[config.mk]
export PLATFORM = sky130hd
export DESIGN_NAME = main_mem_arbiter
export DESIGN_NICKNAME = d
export VERILOG_FILES = /design/src/rtl/main_mem_arbiter.sv
export SDC_FILE = /design/constraint.sdc
export NUM_CORES = 1
export LEC_CHECK = 0
export BUFFER_PORTS_ARGS = -buffer_cell sky130_fd_sc_hd__buf_2
export CAP_MARGIN = 20
export CELL_PAD_IN_SITES_DETAIL_PLACEMENT = 0
export CELL_PAD_IN_SITES_GLOBAL_PLACEMENT = 1
export CORE_ASPECT_RATIO = 2
export CORE_MARGIN = 2
export CORE_UTILIZATION = 13
export DETAILED_ROUTE_END_ITERATION = 10
export GPL_ROUTABILITY_DRIVEN = 0
export PLACE_DENSITY = 0.87
export SLEW_MARGIN = 20
export SYNTH_ARGS = -nofsm -noshare
export SYNTH_HDL_FRONTEND = slang
export SYNTH_SLANG_ARGS = --single-unit
[constraint.sdc]
create_clock -name clk -period 1.3 [get_ports clk]
set_clock_uncertainty 0.05 [all_clocks]
set_input_delay 0.065 -clock clk [delete_from_list [all_inputs] [get_ports clk]]
set_output_delay 0.065 -clock clk [all_outputs]
set_load 0.005 [all_outputs]
[src/rtl/main_mem_arbiter.sv]
// main_mem_arbiter: single-port main memory arbiter, data-priority with bounded fetch starvation
module main_mem_arbiter #(
  parameter int ADDR_W = 32,
  parameter int DATA_W = 32,
  parameter int STARVE_LIMIT = 4
) (
  input  logic              clk,
  input  logic              rst,
  input  logic              fetch_req,
  input  logic [ADDR_W-1:0] fetch_addr,
  output logic              fetch_gnt,
  output logic              fetch_rvalid,
  output logic [DATA_W-1:0] fetch_rdata,
  input  logic              data_req,
  input  logic              data_we,
  input  logic [ADDR_W-1:0] data_addr,
  input  logic [DATA_W-1:0] data_wdata,
  output logic              data_gnt,
  output logic              data_rvalid,
  output logic [DATA_W-1:0] data_rdata,
  output logic              mem_en,
  output logic              mem_we,
  output logic [ADDR_W-1:0] mem_addr,
  output logic [DATA_W-1:0] mem_wdata,
  input  logic [DATA_W-1:0] mem_rdata,
  output logic [3:0]        streak_count
);
  localparam logic [3:0] LIMIT = 4'(STARVE_LIMIT);
  logic [3:0] streak;
  logic resp_valid, resp_owner;
  always_comb begin
    data_gnt = data_req && !(fetch_req && streak == LIMIT);
    fetch_gnt = fetch_req && !data_gnt;
    mem_en = fetch_gnt | data_gnt;
    mem_we = data_gnt & data_we;
    mem_addr = data_gnt ? data_addr : fetch_gnt ? fetch_addr : '0;
    mem_wdata = data_gnt ? data_wdata : '0;
    fetch_rvalid = resp_valid & !resp_owner;
    data_rvalid = resp_valid & resp_owner;
    fetch_rdata = fetch_rvalid ? mem_rdata : '0;
    data_rdata = data_rvalid ? mem_rdata : '0;
    streak_count = streak;
  end
  always_ff @(posedge clk or negedge rst)
    if (!rst) begin
      streak <= '0;
      resp_valid <= 1'b0;
      resp_owner <= 1'b0;
    end else begin
      streak <= (fetch_gnt || !fetch_req) ? 4'd0 :
                (data_gnt && streak != LIMIT) ? streak + 4'd1 : streak;
      resp_valid <= fetch_gnt | (data_gnt & !data_we);
      resp_owner <= data_gnt;
    end
endmodule

## Yosys cells after proc, flatten, opt, wreduce, memory -nomap -nowiden

Cells that the tools add are included.

| word-level totals | value |
|---|---|
| register bits after elaboration | 6 |
| word-level logic and storage cells | 30 |

| cells by class | value |
|---|---|
| reduce and logical (&&, ||, !) cells | 11 |
| bitwise logic cells | 6 |
| mux-type cells | 7 |
| add/sub/neg operators | 1 |
| equal/unequal tests | 2 |

Operators with widths:

| kind | count |
|---|---|
| 2-to-1 mux 32 bit | 5 |
| 2-to-1 mux 4 bit | 2 |
| zero test 1 bit | 5 |
| adder 4 x 1 -> 4 bit (second input constant) | 1 |
| AND 1 bit | 4 |
| == test 4 x 3 -> 1 bit (second input constant) | 1 |
| logical AND 1 bit | 4 |
| != test 4 x 3 -> 1 bit (second input constant) | 1 |
| OR 1 bit | 2 |
| nonzero test 2 bit | 1 |
| logical OR 1 bit | 1 |

## Depth between registers and ports, before layout

Gate-level depths: netlist (run 1).

| logic depth | value |
|---|---|
| depth in word-level cells | 8 |
| gate-level depth with buffers | 7 |
| gate-level depth less buffers | 5 |

## Worst setup path before layout (run 1)

Ideal clock, no wire load.

| timing | value |
|---|---|
| path kind | reg-to-output |
| from | reg streak[0], in the netlist streak_count[0] |
| to | out mem_addr[22] |
| data required time | 1185 ps |
| data arrival time | 1313 ps |
| slack | -128 ps |
| stages on the path, launching flop included | 8 |
| cells stage by stage | dfrtp_1 > inv_1 > ha_1 > nand4b_1 > and2_1 > buf_6 > buf_6 > o21ai_2 |

| between the ends | value |
|---|---|
| word-level cells in the longest chain between the ends | 8 |

RTL lines:

| element | line | RTL |
|---|---|---|
| start, declared | 29 | `logic [3:0] streak;` |
| start signal, assigned | 50 | `streak <= (fetch_gnt \|\| !fetch_req) ? 4'd0 :` |
| == test 4 x 3 -> 1 bit * | 32 | `data_gnt = data_req && !(fetch_req && streak == LIMIT);` |
| logical AND 1 bit * | 32 |  |
| zero test 1 bit * | 32 |  |
| logical AND 1 bit * | 32 |  |
| net data_gnt | 18 | `output logic data_gnt,` |
| zero test 1 bit | 33 | `fetch_gnt = fetch_req && !data_gnt;` |
| logical AND 1 bit | 33 |  |
| 2-to-1 mux 32 bit | 36 | `mem_addr = data_gnt ? data_addr : fetch_gnt ? fetch_addr : '0;` |
| 2-to-1 mux 32 bit * | 36 |  |
| end, declared | 23 | `output logic [ADDR_W-1:0] mem_addr,` |

Mark *: on every way through the listed nets, which the timed path passes. The rest lies on a longest branch.

## Worst setup path after layout (run 1)

| timing | value |
|---|---|
| from | reg streak[0], in the netlist streak_count[0] |
| to | out mem_addr[10] |

| between the ends | value |
|---|---|
| word-level cells in the longest chain between the ends | 8 |

RTL lines:

| element | line |
|---|---|
| == test 4 x 3 -> 1 bit * | 32 |
| logical AND 1 bit * | 32 |
| zero test 1 bit * | 32 |
| logical AND 1 bit * | 32 |
| zero test 1 bit | 33 |
| logical AND 1 bit | 33 |
| 2-to-1 mux 32 bit | 36 |
| 2-to-1 mux 32 bit * | 36 |

Mark *: on every way between the ends. The rest lies on a longest branch, timed or not.

==> metrics.txt, run 1 <==
clock tree buffer depth=2; 1st-iter DRT viols=81; Seq/Total Area, Yosys=9.73%; clk slew on worst S/H paths=0.03 ns; Final Cycle Share=139%; placed insts=649; clk_lat worst skew=0.23 ns; first drt pass iteration count=4; P&R area growth vs syn=154%; GRT overflow=0; fin crit period=1.81 ns; Yosys cell types=19; Post-Synthesis Cells=249; max-slew violations=0; Hold Path Class=input port to register; hold slack=0.120 ns; fmax=552 MHz; pre-CTS setup slack=-0.272 ns; routed len/inst=14.3 µm; setup TNS=-35.97 ns; RSZ-0062 raised after global routing=true; Max-Slew Margin vs Limit=74.8%; CP max stage cell=dfrtp_1; Max VDD drop=0.000410 V; CORE AREA=0.0116 mm²; Residual DRC=0; final worst setup slack=-0.512 ns; routed vias/inst=4.32; kind of critical path=register to output pin; gr usage total=11.4%; die area=0.0128 mm²; WP data arrival=1.70 ns; global-route wire length before repair=11,300 µm; warning count from the yosys run=0; CTS tree=built; Rows=56; crit-path cells=inv_2 > ha_4 > nand4b_1 > buf_6 > and2_4 > clkbuf_16 > o21ai_1 > buf_2; Syn Area/Cell=6.20 µm²; Synth Cell Area=0.00154 mm²; Die Wd=81.0 µm; Final ANT Viol Nets=0; n_diodes=0; H-Tree Depth=1; Layout Nets=659; status=finished with violations; Fin. Hold Viols=0; initial antenna violation count=0; Root Buffer=clkbuf_16; final WL=9540 µm; slowest stage delay, CP=0.38 ns; Mapped Nets=384; violations in the final reports=setup timing; Num CTS Buffers=3; PwrDens=468 mW/mm²; Worst Setup End Kind=output pin; Lkg Pwr=2.37 nW; final setup vio count=110; Non-Filler Instances=667; Max-Cap Viols=0; Die Span Y=158 µm; Initial Util=13.3%; input/output buffers=270; Yosys reg bits=6; HPWL after detailed placement=6620 µm; Fillers=1,238; Worst EP required=1.19 ns; share of cells above drive strength 1=73.0%; largest net degree at the start of global routing=42; Worst setup SP type=register; Via Count=2,880; Clock Sinks=6; Tightest Pin Transition=0.378 ns; vias in the first global route=2,276; CP max FO=7; Ports=271
[where the power goes]
part	switching, mW	internal [mW]	total, mW
registers	0.00689	0.195	0.202
clock network	0.115	0.396	0.511
logic	0.460	0.664	1.12
total	0.582	1.25	1.84
[critical path, delay by kind of cell (launching register included)]
kind,cells,cell delay (ns)
buffers and inverters,4,0.52
flip-flops,1,0.38
AND/OR/NAND/NOR,2,0.30
adder cells (fa/ha/maj),1,0.13
AO/OA/AOI/OAI,1,0.12
[layout make-up]
type	instances	area [µm²]	share of cell area, %
Timing Repair Buffer	301	2070	52.8
Multi-Input combinational cell	209	1430	36.6
Tap cell	145	181	4.63
Sequential cell	6	150	3.83
Clock buffer	3	75.1	1.91
Inverter	3	11.3	0.287
[through the flow]
stage | cell area, µm² | power, mW | utilization (%)
2_1_floorplan | 1560 | 0.563 | -
3_3_place_gp | 3090 | 1.06 | 26.5
3_5_place_dp | 3090 | 1.06 | 26.5
4_1_cts | 3330 | 1.60 | 28.6
5_1_grt | 3920 | 1.95 | 33.7
6_report | 3920 | 1.84 | 33.7
[state kept, by name, summed over array words and instances, names as in the netlist]
| signal | count |
|---|---|
| streak_count | 4 |
| resp_owner | 1 |
| resp_valid | 1 |
[cell families after synthesis]
group                      count (synthesis)  synth area share, %
AOI/OAI and AO/OA                         32                 15.0
xor gates and xnor gates                   2                 1.14
adders and majority gates                  2                 1.62
buffers and inverters                     34                 10.3
DFF                                        6                 9.73
and+or+nand+nor                          173                 62.2
[layout by cell type, fill, tap and decap left out, drive strengths merged]
master and instances:
and2 34, and2b 1, and3 69, buf 294
bufbuf 2, clkbuf 7, dfrtp 6, dlygate4sd3 1
ha 2, inv 3, nand2 32, nand3 33
nand4b 1, nor2 2, nor2b 1, o21ai 32
xnor2 1, xor2 1
[Yosys cell counts, drive strengths merged]
library cell	number	area share [%]
and3	69	28
and2	34	14
nand3	33	11
nand2	32	7.8
o21ai	32	15
clkbuf	19	4.6
buf	12	4.9
dfrtp	6	9.7
inv	3	0.73
ha	2	1.6
nor2	2	0.49
and2b	1	0.49
nand4b	1	0.57
nor2b	1	0.41
xnor2	1	0.57
xor2	1	0.57
[final timing paths]
check,startpoint,end,slack (ns),cells after the start
setup / recovery,streak_count[0],mem_addr[10],-0.51,8
hold / removal,data_we,resp_valid,0.12,3
setup reg to reg,streak_count[0],streak_count[0],-0.43,9
hold reg to reg,streak_count[2],streak_count[2],0.64,2
max in group asynchronous,rst,resp_valid,0.90,2
min in group asynchronous,rst,resp_owner,0.15,2
[per-layer routing]
layer | vias up | share of wire, % | global-route usage (%)
li1 | 1410 | - | -
met1 | 1287 | 33 | 11.2
met2 | 175 | 57 | 23.6
met3 | 8 | 8.4 | 1.48
met4 | 0 | 1.1 | 2.74
met5 | - | 0 | 0
[what timing repair did]
item,in CTS,in global routing
hold buffers,1,0
setup endpoints to repair,110,108
buffers inserted,2,6
gates resized for setup,26,107
hold endpoints to repair,6,0
pin swaps,2,40
gates cloned,3,5
Power figures use the tool's default switching activity.
==> run 2: changes to the inputs <==
Settings changed: CORE_MARGIN 2 to 1.5, REMOVE_ABC_BUFFERS set to 1.
==> run 2 against run 1 <==
The run still ends with setup timing left. Via count increased by 0.52%. Core utilization about the same. Highest routed layer is now met5. Global-route usage increased by 1.8 points. Critical path depth unchanged. Sequential power about the same. Worst setup slack got worse by 0.045 ns. Critical path type unchanged. Worst hold slack got worse by 0.010 ns. Final cell count increased by 0.60%. Combinational power about the same. First-iteration DRC count increased by 30%. Non-clock buffer count increased by 4. Power increased by 0.10%.
==> metrics.txt, run 2 (synthesized netlist as in run 1, its figures left out) <==
status=finished with violations; violations in the final reports=setup timing; Ports=271; Worst EP required=1.19 ns; grt met1 use=13.0%; total power=1.84 mW; Clk network pwr share=26.9%; grt met2 use=28.2%; Largest register FFs=4; Num CTS Buffers=3; largest net degree at the start of global routing=67; Die Wd=80.0 µm; Tightest Pin Transition=0.385 ns; Internal=1.25 mW; n_diodes=0; GRT overflow=0; CORE AREA=0.0116 mm²; global-route wire length before repair=12,800 µm; Via Count=2,895; placed insts=648; Die Span Y=157 µm; Final Cycle Share=143%; RR Endpoint=streak_count[1]; commonest non-fill, non-tap cells in the layout=buf_2 (237), and3_1 (65), buf_6 (38), nand2_1 (32), nand3_1 (32); global-route track usage on met3=1.86%; max-slew violations=0; Clock Sinks=6; clk_lat worst skew=0.23 ns; setup TNS=-42.12 ns; Lkg Pwr=2.40 nW; most common cell after layout, fill and taps aside=buf_2; Hold Crit Depth=3; Final ANT Viol Nets=0; worst hold start=data_we; gr usage total=13.2%; Setup crit start=streak_count[0]; R2R Path Start=streak_count[0]; final worst setup slack=-0.557 ns; Root Buffer=clkbuf_16; Max-Cap Viols=0; Worst setup SP type=register; routed vias/inst=4.31; pre-CTS setup slack=-0.402 ns; kind of critical path=register to output pin; die area=0.0126 mm²; fmax=538 MHz; worst-case reg-to-reg path depth=8; Initial Util=13.3%; H-Tree Depth=1; hold slack=0.110 ns; final core occ=33.7%; CTS tree=built; clock tree buffer depth=2; PwrDens=469 mW/mm²; WP data arrival=1.74 ns; switching part of the total power=31.9%; initial antenna violation count=1; 1st-iter DRT viols=105; Design Area, Final=0.00392 mm²; sequential share of power=10.8%; HPWL after detailed placement=6660 µm; Hold Path End=resp_valid; CP max FO=7; fin crit period=1.86 ns; Residual DRC=0; Psw=0.587 mW; vias in the first global route=2,432; Max VDD drop=0.000346 V; Fin. Hold Viols=0; clk slew on worst S/H paths=0.03 ns; final setup vio count=106; P&R area growth vs syn=154%; RSZ-0062 raised after global routing=true; Non-Filler Instances=671; Layout Nets=663; combinational share of power=62.3%; Rows=56; input/output buffers=270; Area after DPL=0.00308 mm²; Hold Path Class=input port to register; R2R setup slack=-0.45 ns; final WL=9880 µm; routed len/inst=14.7 µm; share of cells above drive strength 1=71.9%; Max-Slew Margin vs Limit=74.3%; Top Usage Layer GRT=met2; first drt pass iteration count=4; Worst Setup End Kind=output pin
-- run 2: worst max path at each step --
stage                      endpoint  slack, ns  cells past startpoint
floorplan           streak_count[0]      -2.03                      5
global placement        mem_addr[7]      -0.38                      8
detailed placement     mem_addr[11]      -0.40                      8
CTS                    mem_addr[30]      -0.54                      8
global route            mem_addr[8]      -0.66                      8
finish                 mem_addr[27]      -0.56                      8
-- run 2: power by group through the flow --
stage / clock network (mW) / registers, mW / logic, mW
6_report: 0.494 / 0.199 / 1.15
5_1_grt: 0.514 / 0.200 / 1.25
4_1_cts: 0.492 / 0.198 / 1.02
3_5_place_dp: 0 / 0.200 / 0.852
3_3_place_gp: 0 / 0.200 / 0.851
2_1_floorplan: 0 / 0.216 / 0.284
-- run 2: routing by layer --
metal / wire length (µm) / vias up / share of wire, %
met2: 5710 / 207 / 58
met3: 844 / 10 / 8.5
met1: 3210 / 1269 / 32
met5: 13 / - / 0.13
li1: - / 1407 / -
met4: 104 / 2 / 1.1
-- run 2: layout make-up --
cell class,count,area (µm²)
Sequential cell,6,150
Fill cell,1243,7710
Inverter,3,11.3
Timing Repair Buffer,305,2100
Clock buffer,3,75.1
Multi-Input combinational cell,209,1400
Tap cell,145,181
-- run 2: worst max-delay path, cell delays in order (launching register included) --
cell,delay [ns]
dfrtp_1,0.38
inv_2,0.08
ha_4,0.12
nand4b_1,0.14
buf_6,0.16
and2_4,0.22
clkbuf_16,0.19
o21ai_2,0.10
buf_2,0.12
-- run 2: what timing repair did --
item / CTS / global route
pin swaps: 23 / 47
endpoints found under the setup margin: 105 / 125
gates resized for setup: 54 / 73
hold endpoints to repair: 6 / 0
hold buffers: 1 / 0
setup buffers: 9 / 3
gates cloned: 7 / 4
==> run 3: changes to the inputs <==
Settings changed: CORE_MARGIN 1.5 to 4.
Clock period 1.3 ns to 1.6 ns, I/O delays scaled along.
==> run 3 against run 2 <==
The run still ends with setup timing left. Die area increased by 9.6%. Routed wire length decreased by 6.6%. Critical path depth decreased by 1. Sequential power decreased by 18%. Worst setup slack improved by 0.39 ns. Critical path type unchanged. Largest cell class unchanged.
==> metrics.txt, run 3 (synthesized netlist as in run 1, its figures left out) <==
status=finished with violations; violations in the final reports=setup timing; P&R area growth vs syn=127%; GRT overflow=0; routed len/inst=13.9 µm; Clock Sinks=6; Hold Path Class=input port to register; first drt pass iteration count=4; commonest non-fill, non-tap cells in the layout=buf_2 (264), and3_1 (63), and2_1 (33), nand3_1 (33), nand2_1 (32); initial antenna violation count=0; 1st-iter DRT viols=72; Layout Nets=657; Worst Setup End Kind=output pin; clock tree buffer depth=2; final setup vio count=69; Worst EP required=1.47 ns; HPWL after detailed placement=7270 µm; Worst setup SP type=register; vias in the first global route=2,797; clk slew on worst S/H paths=0.03 ns; Fillers=1,324; max-slew violations=0; Max-Slew Margin vs Limit=78.4%; die area=0.0138 mm²; total power=1.36 mW; Max-Cap Viols=0; routed vias/inst=4.31; Fin. Hold Viols=0; CP max FO=8; CORE AREA=0.0117 mm²; multi-input logic area=0.00132 mm²; WP data arrival=1.64 ns; Num CTS Buffers=3; kind of critical path=register to output pin; Final ANT Viol Nets=0; RSZ-0062 raised after global routing=true; input/output buffers=270; Final Cycle Share=111%; Tightest Pin Transition=0.324 ns; final WL=9230 µm; Max VDD drop=0.000534 V; gr usage total=11.7%; global-route wire length before repair=13,400 µm; Root Buffer=clkbuf_16; largest net degree at the start of global routing=42; most common cell after layout, fill and taps aside=buf_2; Die Span Y=162 µm; n_diodes=0; Via Count=2,869; fmax=565 MHz; hold slack=0.142 ns; clk_lat worst skew=0.23 ns; share of cells above drive strength 1=65.4%; H-Tree Depth=1; FF+latch area=150 µm²; fin crit period=1.77 ns; final core occ=30.0%; CTS tree=built; Residual DRC=0; Die Wd=85.0 µm; PwrDens=386 mW/mm²; final worst setup slack=-0.170 ns; Initial Util=13.2%; Largest register FFs=4; Ports=271; Rows=56; Lkg Pwr=2.25 nW
==> run 3: worst paths after layout <==
path                                 startpoint              end  slack, ns  cells past startpoint
worst min register to register  streak_count[3]  streak_count[3]       0.62                      2
worst max-delay path            streak_count[0]     mem_addr[11]      -0.17                      7
worst min-delay path                    data_we       resp_valid       0.14                      3
worst max register to register  streak_count[0]  streak_count[2]      -0.10                      8
max in group asynchronous                   rst       resp_owner       1.18                      2
min in group asynchronous                   rst  streak_count[3]       0.17                      2
==> run 3: cell type report <==
class / count / area share (%)
multi-input cells: 209 / 37.5
flip-flops and latches: 6 / 4.28
well taps: 145 / 5.17
inverters: 3 / 0.321
repair buffers: 299 / 50.6
clock buffers: 3 / 2.14
==> run 3: stage by stage <==
| stage | setup WS [ns] | setup TNS, ns | cell area [µm²] | instances |
|---|---|---|---|---|
| 2_1_floorplan | -1.73 | -94.45 | 1400 | 218 |
| 3_3_place_gp | 0.0491 | 0 | 3110 | 650 |
| 3_5_place_dp | -0.0330 | -0.0330 | 3110 | 650 |
| 4_1_cts | -0.145 | -8.30 | 3440 | 662 |
| 5_1_grt | -0.280 | -15.41 | 3510 | 665 |
| 6_report | -0.170 | -9.03 | 3510 | 665 |
==> run 3: worst max-delay path, stage by stage (launching register included) <==
cell,delay (ns)
dfrtp_1,0.38
inv_2,0.08
ha_4,0.12
nand4b_1,0.14
and2_4,0.28
buf_12,0.17
o21ai_2,0.12
buf_2,0.13
==> run 3: repair_timing <==
action | 4_1_cts | 5_1_grt
setup buffers | 4 | 2
hold endpoints to repair | 6 | 0
setup endpoints to repair | 67 | 70
resized for setup | 42 | 7
gates cloned | 4 | 1
pin swaps | 32 | 3
hold buffers | 1 | 0
==> run 3: routing by layer <==
layer / global-route usage [%] / part of all wire (%)
met5: 0 / 0
met4: 1.59 / 0.94
met3: 2.99 / 12
met2: 23.4 / 53
met1: 12.1 / 33
==> run 3: where the power goes <==
part,internal (mW),switching [mW],leakage (nW)
Sequential,0.158,0.00447,0.0778
Combinational,0.432,0.351,2.13
Clock,0.321,0.0891,0.0370
Total,0.912,0.444,2.25
